**src/rtl/modulo_controle_transferencia_rolhas_pkg.sv**
```systemverilog
// ---------------------------------------------------------------------------
// modulo_controle_transferencia_rolhas_pkg
// Shared definitions for the cork-transfer stage: FSM state encoding, the
// default reservoir limits, the counter widths and the burst-size helper.
// ---------------------------------------------------------------------------
package modulo_controle_transferencia_rolhas_pkg;

  localparam int W_PRINC = 5;   // primary buffer count width (0..20)
  localparam int W_SEC   = 7;   // secondary reservoir count width (0..99)

  localparam int CAP_PRINC_DEF = 20;
  localparam int MIN_PRINC_DEF = 5;
  localparam int LOTE_DEF      = 15;
  localparam int CAP_SEC_DEF   = 99;

  typedef enum logic [1:0] {
    OCIOSO = 2'b00,
    TRANSF = 2'b01,
    FIM    = 2'b10
  } estado_t;

  // Burst size is the smallest of: the burst limit, what the secondary
  // holds, and the free room in the primary. The result always fits in the
  // 5-bit burst counter because the burst limit does.
  function automatic logic [W_PRINC-1:0] tamanho_lote(
    input logic [W_SEC-1:0] lote,
    input logic [W_SEC-1:0] disponivel,
    input logic [W_SEC-1:0] espaco
  );
    logic [W_SEC-1:0] m;
    m = lote;
    if (disponivel < m) m = disponivel;
    if (espaco < m)     m = espaco;
    return m[W_PRINC-1:0];
  endfunction

endpackage

```
**src/rtl/modulo_contador_sync_5_bits_burst.sv**
```systemverilog
// ---------------------------------------------------------------------------
// modulo_contador_sync_5_bits_burst
// Loadable 5-bit down-counter holding the corks still to move in the
// current refill burst. Load has priority over decrement; the count
// saturates at zero.
//   clk      : system tick
//   clr      : asynchronous active-low reset
//   load     : load load_val on the next edge
//   load_val : burst size
//   dec      : one cork moved this cycle
//   count    : corks remaining in the burst
//   zero     : count == 0
// ---------------------------------------------------------------------------
module modulo_contador_sync_5_bits_burst
  import modulo_controle_transferencia_rolhas_pkg::*;
(
  input  logic               clk,
  input  logic               clr,
  input  logic               load,
  input  logic [W_PRINC-1:0] load_val,
  input  logic               dec,
  output logic [W_PRINC-1:0] count,
  output logic               zero
);

  always_ff @(posedge clk or negedge clr) begin
    if (!clr) begin
      count <= '0;
    end else if (load) begin
      count <= load_val;
    end else if (dec && (count != '0)) begin
      count <= count - 1'b1;
    end
  end

  assign zero = (count == '0);

endmodule

```
**src/rtl/modulo_controle_transferencia_rolhas.sv**
```systemverilog
// ---------------------------------------------------------------------------
// modulo_controle_transferencia_rolhas
// Cork reservoir stage: secondary reservoir (0..99) refills the primary
// dispenser buffer (0..20) one cork per tick in bursts; operator loads go
// into the secondary, sealing events consume from the primary.
//   clk            : system tick (divided clock)
//   clr            : asynchronous active-low reset
//   enable         : start_stop, refill allowed only while high
//   add_valid      : single-cycle load request
//   add_qtd        : corks to add to the secondary
//   vedacao        : single-cycle seal pulse, consumes one primary cork
//   buf_principal  : primary buffer count
//   buf_secundario : secondary reservoir count
//   ro             : primary empty
//   add_ack        : pulse, load accepted
//   add_rej        : pulse, load rejected
//   vedacao_err    : pulse, seal requested with empty primary
//   transferindo   : high while a burst is in progress
//   transf_fim     : pulse on burst completion
//   estado         : FSM state
// ---------------------------------------------------------------------------
module modulo_controle_transferencia_rolhas
  import modulo_controle_transferencia_rolhas_pkg::*;
#(
  parameter int CAP_PRINC = CAP_PRINC_DEF,
  parameter int MIN_PRINC = MIN_PRINC_DEF,
  parameter int LOTE      = LOTE_DEF,
  parameter int CAP_SEC   = CAP_SEC_DEF
) (
  input  logic               clk,
  input  logic               clr,
  input  logic               enable,
  input  logic               add_valid,
  input  logic [W_SEC-1:0]   add_qtd,
  input  logic               vedacao,
  output logic [W_PRINC-1:0] buf_principal,
  output logic [W_SEC-1:0]   buf_secundario,
  output logic               ro,
  output logic               add_ack,
  output logic               add_rej,
  output logic               vedacao_err,
  output logic               transferindo,
  output logic               transf_fim,
  output logic [1:0]         estado
);

  estado_t            estado_q;
  logic [W_PRINC-1:0] prim_q;
  logic [W_SEC-1:0]   sec_q;

  logic [W_PRINC-1:0] burst_count;
  logic               burst_zero;
  logic               burst_last;
  logic [W_PRINC-1:0] burst_size;

  logic               inicio;
  logic               move;
  logic               seal_ok;
  logic               accept;
  logic [W_SEC-1:0]   sec_base;
  logic [W_SEC:0]     soma;
  logic [W_PRINC-1:0] prim_next;
  logic [W_SEC-1:0]   sec_next;

  // A burst may start only from idle; the size is taken from the current
  // registered counts, which is safe because a same-cycle seal only frees
  // room and a same-cycle load only adds corks.
  assign inicio = (estado_q == OCIOSO) && enable
                  && (prim_q < W_PRINC'(MIN_PRINC)) && (sec_q != '0);

  assign burst_size = tamanho_lote(W_SEC'(LOTE), sec_q,
                                   W_SEC'(CAP_PRINC) - {2'b00, prim_q});

  // The burst count never exceeds the secondary contents or the primary
  // free room, so a move can never underflow the secondary or overflow
  // the primary.
  assign move       = (estado_q == TRANSF) && enable && !burst_zero;
  assign burst_last = (burst_count == W_PRINC'(1));

  assign seal_ok = vedacao && (prim_q != '0);

  // The load check sees the secondary as it will be after this cycle's
  // move; the extra bit keeps the sum from wrapping.
  assign sec_base = sec_q - {{(W_SEC-1){1'b0}}, move};
  assign soma     = {1'b0, sec_base} + {1'b0, add_qtd};
  assign accept   = add_valid && (add_qtd != '0) && (soma <= (W_SEC+1)'(CAP_SEC));

  assign prim_next = prim_q + {{(W_PRINC-1){1'b0}}, move}
                            - {{(W_PRINC-1){1'b0}}, seal_ok};
  assign sec_next  = accept ? (sec_base + add_qtd) : sec_base;

  modulo_contador_sync_5_bits_burst u_contador_burst (
    .clk      (clk),
    .clr      (clr),
    .load     (inicio),
    .load_val (burst_size),
    .dec      (move),
    .count    (burst_count),
    .zero     (burst_zero)
  );

  // Counters, pulse outputs and state all update together so that
  // simultaneous move/seal/load events net into a single edge.
  always_ff @(posedge clk or negedge clr) begin
    if (!clr) begin
      estado_q    <= OCIOSO;
      prim_q      <= '0;
      sec_q       <= '0;
      add_ack     <= 1'b0;
      add_rej     <= 1'b0;
      vedacao_err <= 1'b0;
      transf_fim  <= 1'b0;
    end else begin
      prim_q      <= prim_next;
      sec_q       <= sec_next;
      add_ack     <= accept;
      add_rej     <= add_valid && !accept;
      vedacao_err <= vedacao && (prim_q == '0);
      transf_fim  <= 1'b0;
      case (estado_q)
        OCIOSO: begin
          if (inicio) estado_q <= TRANSF;
        end
        TRANSF: begin
          // Dropping enable aborts the burst without a completion pulse.
          if (!enable || burst_zero) begin
            estado_q <= OCIOSO;
          end else if (burst_last) begin
            estado_q   <= FIM;
            transf_fim <= 1'b1;
          end
        end
        FIM: begin
          estado_q <= OCIOSO;
        end
        default: begin
          estado_q <= OCIOSO;
        end
      endcase
    end
  end

  assign buf_principal  = prim_q;
  assign buf_secundario = sec_q;
  assign ro             = (prim_q == '0);
  assign transferindo   = (estado_q == TRANSF);
  assign estado         = estado_q;

endmodule
```
**config.mk**
```make
export PLATFORM = sky130hd
export DESIGN_NAME = modulo_controle_transferencia_rolhas
export DESIGN_NICKNAME = d
export VERILOG_FILES = /design/src/rtl/modulo_controle_transferencia_rolhas_pkg.sv /design/src/rtl/modulo_contador_sync_5_bits_burst.sv /design/src/rtl/modulo_controle_transferencia_rolhas.sv
export SDC_FILE = /design/constraint.sdc
export NUM_CORES = 1
export LEC_CHECK = 0
export ABC_AREA = 1
export CORE_MARGIN = 2
export CORE_UTILIZATION = 57
export CTS_CLUSTER_DIAMETER = 40
export CTS_CLUSTER_SIZE = 10
export DETAILED_ROUTE_END_ITERATION = 6
export PLACE_DENSITY = 0.92
export SLEW_MARGIN = 30
export SYNTH_ARGS = -nofsm -noshare
export SYNTH_HDL_FRONTEND = slang
export SYNTH_SLANG_ARGS = --single-unit
```
**constraint.sdc**
```tcl
create_clock -name clk -period 6.4 [get_ports clk]
set_clock_uncertainty 0.15 [all_clocks]
set_input_delay 0.64 -clock clk [delete_from_list [all_inputs] [get_ports clk]]
set_output_delay 0.64 -clock clk [all_outputs]
set_load 0.005 [all_outputs]
```
==> out/results.txt, run 1 <==
The flow ran to the end, and the final reports show no timing, DRC or antenna violations. The mean number of vias per cell is 5.23, and the clock latency at the later pin of the worst-skew pair is 0.33 ns. The initialized floorplan defines 21 standard-cell rows. After layout, the worst path uses 55.0% of the clock period.

Across every metal layer, demand over resource in global routing totals 23.3%. The number of max-slew violations in the final report is 0, and the horizontal die dimension is 64.3 um. The number of hold buffers added after CTS was 0. The H-tree level count was 1. The number of buffers added on ports came out at 31. For the pin with the worst max-slew slack, the measured transition is 0.505 ns. For this run, design rule violations remaining after detail routing come to 0.

After clock tree synthesis, the clock-pin slew on the worst setup and hold paths is 0.14 ns. The number of antenna diodes in the final layout is 0. Setup total negative slack on the finished layout was measured at 0 ns. The clock drives 23 sinks.

Largest family of logic cells by synthesized area: simple AND/OR/NAND/NOR gates. Final-report setup violation count: 0. Across all setup checks in the final design, the least slack found is 2.88 ns.

The fraction of the mapped netlist area in simple logic gates is 28.4%. The setup path with the least slack is of type in2reg. For the number of global-route vias before repair, the log shows 1,833. The adder and majority cell fraction of the synthesized area is 20.7%, and the clock buffer count from CTS is 3. The wire-length estimate of the detail-placed layout is 3600 um. The worst register-to-register path begins at u_contador_burst.count[0]. Registers are responsible for 21.5% of the overall power.

The total leakage power was 1.33 nW. The tools report the share of total power in combinational logic as 73.0%. The initial utilization of the core area, before any placement, comes to 60.6%. Each instance of the synthesized netlist takes up on average 7.70 um^2.

The number of setup buffers added after CTS is 0. Leaving out fill and tap cells, the most frequent cells in the layout are nand2_1, inv_1, nand3_1, ha_1, clkdlybuf4s50_1. For the number of primary I/O pins, the log shows 32. Cell internal power was estimated by the tool at 0.644 mW.

The most critical setup path has its startpoint at enable. Summed over all instances, the cell type with the most area after synthesis is dfrtp_1. Across the run, the number of max-cap violations was 0. The final number of hold-violating endpoints is 0, and the final wirelength is 4370 um. Summing the areas of all compound-gate instances in the mapped netlist gives 7.19% of the synthesized area. Setup repair after global routing left no endpoint under its margin. In this run the critical register-to-register path is captured at buf_secundario[6]. Commonest non-fill, non-tap cell in the layout: nand2_1. The kind of capture point of the worst setup path is a register. After filler insertion, the fill cell instance count of the layout stands at 253.

The tightest min-delay check is of the in2async type. STA puts the critical path data arrival time at 3.58 ns. The area growth from synthesis to layout is 19.2%. Summing every instance area after synthesis gives 2070 um^2. The logs give 4130 um^2 for the floorplan die area and 5.5% for the clock group share of total power. At the worst endpoint, the required time is 6.46 ns. For the worst flop-to-flop path, the logic depth is 17. The initial antenna violation count came out at 0. The number of gates resized after CTS was 0. At the end of the flow, the number of nets in the layout was 352. The first global-routing pass estimated 7600 um of wire.

In this run switching power makes up 50.5% of total power. The first detailed-routing pass ran for 6 iterations. TritonCTS built the clock tree. The net switching power was 0.655 mW; the y dimension of the die was 64.3 um. The portion of synthesized cell area occupied by the leading cell type is 27.8%. The minimum period implied by the final worst setup slack was 3.52 ns; the power density normalized to cell area was 526 nW/um^2.

The run gives 0.913 as the routability congestion estimate from global placement. The number of library cell types mapped by synthesis is 28, and the number of synthesized register bits is 23. Multiplexer cells account for 0% of the synthesized area. The Yosys step of the flow raised 0 warnings.

IR analysis of the VDD net gives a maximum drop of 0.260 mV. Along the worst path, the maximum fanout reaches 10. The tools report the root buffer cell as clkbuf_4.

The tools report the startpoint class of the critical path as an input port. Sequential cells were found to cover 27.8% of the synthesized design area. The logs give 0 for the antenna violation net count after detailed routing and 0 for the total grt overflow.

After floorplanning, the core was sized to cover 3420 um^2. The routed layout has 1,841 vias. Before CTS, the worst setup slack after placement is 2.58 ns.

After synthesis, the cell types taking the most area are dfrtp_1, ha_1, nand2_1. Number of cells produced by synthesis: 269. Cells fill 72.3% of the core in the end.

The fraction of final layout cells with drive strength greater than 1 is 6.86%, and the relative max-transition margin is 66.3%. The tools report the highest attainable clock frequency as 284 MHz. Register-to-register setup slack: 2.91 ns. In the final routed layout, each cell accounts on average for 12.4 um. Of the total synthesized cell area, the portion taken by XOR and XNOR cells is 6.34%.

No sink is reached through more buffers than the 2 on the longest clock path. The iteration-0 DRC count of the detailed router is 139, and the largest net degree at the start of global routing is 24.
[metrics by stage]
stage | hold WS [ns] | instance area, um^2 | total power, mW | std cells
floorplan | 0.194 | 2080 | 0.948 | 271
global placement | 0.399 | 2450 | 1.17 | 348
detailed placement | 0.410 | 2440 | 1.22 | 348
CTS | 0.132 | 2470 | 1.30 | 352
global route | 0.145 | 2470 | 1.45 | 352
finish | 0.103 | 2470 | 1.30 | 352
[Yosys cell counts, drive strengths merged]
library cell	number
nand4	1
nand2	61
ha	31
fa	2
dfrtp	23
a21boi	1
nor4	1
o21ai	7
and2	1
nor3	3
nand3	32
a21oi	16
xor2	10
nor2	19
conb	1
a211oi	1
nand3b	2
xnor2	5
inv	52
[state kept, by name, summed over array words and instances (netlist names)]
name                    count
vedacao_err                 1
u_contador_burst.count      5
add_rej                     1
estado                      2
transf_fim                  1
add_ack                     1
buf_principal               5
buf_secundario              7
[power groups by stage]
| stage | clock, mW | sequential (mW) | combinational [mW] |
|---|---|---|---|
| floorplan | 0 | 0.274 | 0.674 |
| global placement | 0 | 0.279 | 0.896 |
| detailed placement | 0 | 0.282 | 0.940 |
| CTS | 0.0709 | 0.278 | 0.948 |
| global route | 0.0780 | 0.288 | 1.08 |
| finish | 0.0712 | 0.279 | 0.948 |
[kinds of logic (layout without fill, tap and decap cells)]
group | Yosys count | count (layout)
adders and majority gates | 33 | 33
AOI/OAI and AO/OA | 25 | 25
xor gates and xnor gates | 15 | 15
other | 1 | 3
buffers and inverters | 52 | 87
and+or+nand+nor | 120 | 120
DFF | 23 | 23
[metal layers]
layer | track usage, % | part of all wire (%)
met5 | 0 | 0
met1 | 26.0 | 40
met3 | 2.11 | 4.0
met4 | 9.31 | 2.8
met2 | 44.9 | 53
[critical path, cell delays in order]
cell and delay, ns:
clkdlybuf4s50_1 0.50, nand3_2 0.19, inv_1 0.18, ha_1 0.19, nand2_1 0.08, nor2_1 0.12, nand2_1 0.10, xor2_1 0.28
inv_1 0.09, ha_1 0.33, a211oi_1 0.25, nand2_1 0.17, nor2_8 0.23, nand2_8 0.09, a21boi_4 0.14
[final cells by class]
class	instances	area, um^2	area share [%]
Tap cell	46	57.6	2.33
Clock buffer	3	22.5	0.912
Multi-Input combinational cell	196	1310	53.0
Timing Repair Buffer	31	305	12.4
Clock inverter	1	5.00	0.203
Sequential cell	23	576	23.3
Inverter	52	195	7.91
[how the worst max path moves through the flow]
stage,to,slack (ns),cells after the start
6_report,buf_secundario[6],2.88,15
5_1_grt,buf_secundario[2],2.67,18
4_1_cts,buf_secundario[6],2.92,15
3_5_place_dp,buf_secundario[6],2.58,15
3_3_place_gp,buf_secundario[6],2.67,15
2_1_floorplan,buf_secundario[6],3.29,17
Power figures use the tool's default switching activity.
==> run 2, diff against run 1 <==
CORE_UTILIZATION = 49   (was 57)
PLACE_DENSITY = 0.85   (was 0.92)
clock period = 3.1 ns   (was 6.4 ns; I/O delays follow)
==> run 2 against run 1 <==
Against the previous run:
- cell area is 12% higher
- first-iteration DRC count is 34% lower
- sequential share of layout area is 2.5 points lower
- combinational power is 140% higher
- flip-flop and latch count stayed put
- clock power grew to 2.7 times the previous value
- setup slack worse by 2.7 ns
- power is 140% higher
- critical endpoint is now buf_secundario[5]
- highest routed layer unchanged
==> out/results.txt, run 2 (synthesized netlist as in run 1, its figures left out) <==
In this run the remaining antenna-violating nets after routing total 0. The run gives 0 as the initial antenna violation count. STA classifies the critical path endpoint as a register. The number of detailed-routing iterations run before antenna repair was 4. The register with the most flip-flops in the layout has 7 of them. For this run, the post-layout net count is 364. Net switching is 49.0% of the power. The tools report the count of standard-cell rows as 23. Buffers placed on the I/O ports in this run total 31. For the routability congestion estimate from global placement, the log shows 0.866.

The run gives 4760 um^2 as the floorplan die area. The register clock-pin slew on the reported worst setup and hold paths was 0.09 ns. The area growth from synthesis to layout is 33.5%. Across the VDD grid, the largest voltage drop is 0.609 mV. In this run the static leakage power is 1.42 nW.

The library cells used most frequently in the layout, excluding fill and tap cells, are nand2_1, inv_1, clkdlybuf4s50_1, nand3_1, ha_1. The count of maximum capacitance violations came out at 0. For this run, the share of the core covered by cells in the final layout is 68.6%. The final cycle utilization of the critical path was 95.5%.

The setup path with the least slack is of type reg2reg. The filler cells instantiated in the layout total 325. The flow ran to the end, and the final reports show no timing, DRC or antenna violations. The critical register-to-register path endpoint was buf_secundario[5]. The maximum single-stage delay on the critical path is 0.40 ns. The largest buffer count on any clock path was 2. The run gives 0.27 ns as the clock latency at the later pin of the worst-skew pair. Fraction of final layout cells with drive strength greater than 1: 19.2%. The dominant delay contributor by cell family on the critical path was adder cells. Once layout is complete, the cells apart from fillers number 368.

Per report_power, the combinational group accounts for 74.4% of the total. The number of design rule violations left after detail routing is 0. For this run the aggregate overflow at the end of global routing stands at 0.

The minimum period implied by the final worst setup slack is 2.96 ns, and the core region area is 4030 um^2. In this run, placement finished with an instance count of 362. For this design, the CTS-stage hold fixing added 0 buffers. The required time at the endpoint of the critical path came out at 3.12 ns. The commonest non-fill, non-tap cell in the layout is nand2_1. The number of global-route vias before repair was 1,926; the clock group share of total power was 6.4%.

Summing all multi-input logic gate instances after layout gives 1480 um^2. The run gives 0 as the number of max-slew violations in the final report. For this configuration, the core starts out at a cell density of 51.4%. The signal on the critical path passes through inv_2 > ha_1 > nand3_2 > nand3_2 > inv_2 > ha_1 > inv_2 > ha_2 > inv_1 > fa_2 > nand3b_1 > nand2_2 > xnor2_2 > nand3_2 > nand2_4 > nand2_8 > nand3_1 > nand2_1. The final-report setup violation count is 0, and the worst path arrival time is 2.98 ns.

In this run the clock root is driven by a clkbuf_8. The H-tree level count is 1, and the mean number of vias per cell is 5.12. The repair_antennas step left the layout with diodes totalling 0.

Measured along the y axis, the die boundary spans 69.0 um. Detailed placement ended at an HPWL of 3690 um. The flip-flop and latch area was 576 um^2.

For the worst flop-to-flop path, the logic depth is 18. The number of primary I/O pins came out at 32. The class of the tightest hold or removal check was in2async.

Dividing the detail-routed wire length by the instance count gives 13.0 um. Along the worst path, the maximum fanout reaches 8. From left edge to right edge, the die measures 69.0 um.

The run gives 0 as the final number of hold-violating endpoints. Across every metal layer, demand over resource in global routing totals 19.9%. Net switching power: 1.49 mW. TritonCTS built the clock tree. The tree built by TritonCTS fans out to 23 sinks. The setup check on the worst reg-to-reg path leaves a slack of 0.14 ns.

For the part of the power in registers, the log shows 19.2%. Among all stages on the critical path, the largest delay is contributed by dfrtp_1. Power spread over the standard cell area amounts to 1100 nW/um^2.

For the iteration-0 DRC count of the detailed router, the log shows 92. The startpoint identified for the worst register-to-register timing path is u_contador_burst.count[0]. For this run, the top clock speed supported by timing is 338 MHz. After routing, the total negative slack on setup checks comes to 0 ns. The worst setup path is launched from a register.

Cell internal power was estimated by the tool at 1.56 mW. The wire length of the first global-routing pass came out at 7900 um. Together, buffers and inverters on the worst path number 4. The largest net degree at the start of global routing is 24, and the final wirelength is 4780 um.

The final route contains 1,883 vias. In this run, CTS created clock tree buffers numbering 3.
## run 2: changes by cell type in the layout (fill, tap and decap cells not counted), moves of 4 or more
| cell | previous run | this run |
|---|---|---|
| nand3_1 | 31 | 27 |
| ha_1 | 31 | 25 |
| ha_4 | 0 | 4 |
| buf_4 | 0 | 11 |
| inv_2 | 2 | 7 |
| nand2_2 | 4 | 8 |
| nand2_1 | 55 | 49 |
| inv_1 | 50 | 45 |
## run 2: per-stage QoR
stage	hold WS (ns)	area [um^2]	setup slack [ns]	power (mW)
final	0.243	2760	0.141	3.05
after floorplan	-0.136	2090	0.0505	1.96
after CTS	0.268	2600	0.0120	2.83
after global placement	0.405	2530	-0.0144	2.52
after global routing	0.271	2760	-0.0174	3.38
after detailed placement	0.426	2530	-0.0918	2.60
## run 2: repair_timing
action | 4_1_cts | 5_1_grt
pin swaps | 1 | 7
setup buffers | 1 | 1
endpoints found under the setup margin | 4 | 9
resized for setup | 2 | 33
## run 2: layout make-up
type                    instances  share of cell area (%)
clock buffers                   3                    1.49
well taps                      50                    2.26
repair buffers                 43                    14.6
inverters                      52                    7.06
multi-input cells             196                    53.6
clock inverters                 1                   0.181
flip-flops and latches         23                    20.8
## run 2: power by group through the flow
stage / Sequential, mW / Clock (mW) / Combinational, mW
detailed placement: 0.581 / 0 / 2.02
global route: 0.608 / 0.206 / 2.56
CTS: 0.576 / 0.193 / 2.06
finish: 0.586 / 0.195 / 2.27
floorplan: 0.569 / 0 / 1.39
global placement: 0.577 / 0 / 1.94
## run 2: layer usage
| metal | share of wire [%] | vias to the layer above | track usage (%) |
|---|---|---|---|
| li1 | - | 954 | - |
| met4 | 1.5 | 0 | 5.88 |
| met5 | 0 | - | 0 |
| met3 | 3.7 | 10 | 2.34 |
| met1 | 39 | 878 | 22.7 |
| met2 | 56 | 41 | 38.4 |
## run 2: how the worst max path moves through the flow
stage                                          from                 to  slack (ns)  cells past startpoint
after floorplan           u_contador_burst.count[0]  buf_secundario[6]        0.05                     17
after global placement                       enable  buf_secundario[6]       -0.01                     15
after detailed placement                     enable  buf_secundario[6]       -0.09                     15
after CTS                 u_contador_burst.count[1]  buf_secundario[6]        0.01                     18
after global routing      u_contador_burst.count[0]  buf_secundario[1]       -0.02                     18
final                     u_contador_burst.count[0]  buf_secundario[5]        0.14                     18
==> patch: new RTL, config.mk and constraints of run 2 <==
The package constant `W_SEC` goes from 7 to 14.
--- a/src/rtl/modulo_controle_transferencia_rolhas_pkg.sv
+++ b/src/rtl/modulo_controle_transferencia_rolhas_pkg.sv
@@ -6,7 +6,7 @@
 package modulo_controle_transferencia_rolhas_pkg;
 
   localparam int W_PRINC = 5;   // primary buffer count width (0..20)
-  localparam int W_SEC   = 7;   // secondary reservoir count width (0..99)
+  localparam int W_SEC   = 14;   // secondary reservoir count width (0..99)
 
   localparam int CAP_PRINC_DEF = 20;
   localparam int MIN_PRINC_DEF = 5;
Interface: changed (resized add_qtd and buf_secundario); port bits go from 32 to 46. The function was not compared with the original's and may differ.
==> patch against run 2 <==
Count of clock-buffer cells in the layout grew 3. Clock power grew 100%. Worst setup slack lost 1.0 ns. Area after synthesis grew 49%. Wire length grew 95%. Sequential cell count grew 7. The run now ends with setup timing left. Critical endpoint is now buf_secundario[1]. Largest cell class unchanged. Total power grew 26%. Design area grew 63%.
==> patch: results (changes against run 2) <==
run_status:
  outcome: "finished, violations left"  # was complete, no violations
  violations: "setup timing"
place:
  dp_hpwl_mm: 6.97  # was 3.69 mm
  place.gp.congestion: 0.932  # was 0.866
sta:
  setup_viol: 16  # was 0
  setup_ws_ns: -0.900  # was 0.141 ns
yosys:
  post_synth_xor_area_fraction_pct: 6.19  # was 6.34%
  synth_cell_types: 36  # was 28
  synth_top_area_share_pct: 24.3  # was 27.8%
  seq_area_frac_synth_pct: 24.3  # was 27.8%
  synthAdderAreaFrac_pct: 18.7  # was 20.7%
  synth_compound_area_share_pct: 8.74  # was 7.19%
  synth_common_cells: "nand2_1 (109), inv_1 (76), nor2_1 (44), ha_1 (43), nand3_1 (32)"  # was nand2_1 (55), inv_1 (50), ha_1 (31), nand3_1 (31), dfrtp_1 (23)
  yosys-top-cells-area: "dfrtp_1 (24%), ha_1 (17%), nand2_1 (13%), inv_1 (9.2%), nor2_1 (5.3%)"  # was dfrtp_1 (28%), ha_1 (19%), nand2_1 (10%), inv_1 (9.1%), nand3_1 (7.5%)
finish:
  largest_reg_flops: 14  # was 7
  layout.nets: 646  # was 364
  drive_above_1_share_pct: 21.8  # was 19.2%
detailed_routing:
  wl_met3_microns: 478  # was 178 microns
  wl_met2_mm: 4.76  # was 2.66 mm
  via_per_inst: 5.35  # was 5.12
  via_count: 3519  # was 1883
  wire_per_inst_microns: 14.2  # was 13.0 microns
clocking:
  cts.clk_slew.worst_paths_ns: 0.07  # was 0.09 ns
  cts_buffers: 5  # was 3
  clk_latency_ns: 0.29  # was 0.27 ns
critical_path:
  crit_family: "simple AND/OR/NAND/NOR gates"  # was adder cells
  cp.arrival_ns: 4.02  # was 2.98 ns
  crit_slowest_cell: "or3b_4"  # was dfrtp_1
  r2r_cells: 24  # was 18
global_routing:
  grt_pass1_wl_mm: 15.3  # was 7.90 mm
  grt_usage_pct: 26.8  # was 19.9%
pwr:
  ir_drop_mv: 0.471  # was 0.609 mV
patch: timing repair:
action / 4_1_cts / 5_1_grt
gates cloned: 1 / 0
endpoints found under the hold margin: 0 / 0
resized for setup: 8 / 20
pin swaps: 0 / 3
endpoints found under the setup margin: 16 / 21
buffers inserted: 7 / 1
patch: through the flow:
| step | power [W] | util [%] | hold slack (ns) | setup TNS [ns] | cell area (sq um) |
|---|---|---|---|---|---|
| after detailed placement | 0.00327 | 70.4 | 0.378 | -15.06 | 4220 |
| final | 0.00384 | 75.1 | 0.262 | -13.84 | 4500 |
| after global placement | 0.00315 | 70.4 | 0.344 | -13.21 | 4220 |
| after floorplan | 0.00216 | - | -0.136 | -10.58 | 3160 |
| after CTS | 0.00375 | 73.8 | 0.278 | -11.45 | 4420 |
| after global routing | 0.00420 | 75.1 | 0.294 | -16.56 | 4500 |
patch: cells by family (layout without fill, tap and decap cells):
family,count (synthesis),count (layout)
compound gates,48,48
xor+xnor,21,21
fa+ha+maj,45,45
buf+inv,78,207
flops,30,30
other cells,1,10
simple gates,221,222
patch: worst min-delay path by stage:
stage / startpoint / to / slack, ns / depth (start not counted)
after detailed placement: buf_principal[4] / vedacao_err / 0.38 / 1
after floorplan: clr / add_ack / -0.14 / 0
final: clr / u_contador_burst.count[1] / 0.26 / 2
after CTS: clr / buf_principal[2] / 0.28 / 2
after global placement: buf_principal[4] / vedacao_err / 0.34 / 1
after global routing: clr / u_contador_burst.count[1] / 0.29 / 2
patch: worst register-to-register path: cells and delay by family (launching register included):
kind / cells / cell delay, ns
AND/OR/NAND/NOR: 13 / 1.76
flip-flops: 1 / 0.36
AO/OA/AOI/OAI: 2 / 0.38
adder cells (fa/ha/maj): 3 / 0.56
XOR/XNOR: 1 / 0.18
buffers and inverters: 5 / 0.49
patch: power groups by stage:
stage | clock (W) | sequential (W) | combinational [W]
2_1_floorplan | 0 | 0.000670 | 0.00149
3_3_place_gp | 0 | 0.000642 | 0.00251
4_1_cts | 0.000397 | 0.000646 | 0.00270
5_1_grt | 0.000419 | 0.000670 | 0.00311
6_report | 0.000399 | 0.000655 | 0.00279
3_5_place_dp | 0 | 0.000652 | 0.00262
patch: area by class of cell:
cell class,count,area [sq um]
clock buffer,6,72.6
inverter,77,289
timing repair buffer,122,1040
clock inverter,2,37.5
sequential,30,751
fill,420,1490
tap,75,93.8
multi-input combinational,346,2220
patch: metal layers:
| metal | global-route usage (%) | up-vias |
|---|---|---|
| li1 | - | 1705 |
| met1 | 30.8 | 1664 |
| met2 | 49.6 | 117 |
| met3 | 3.98 | 33 |
| met4 | 10.6 | 0 |
| met5 | 0 | - |
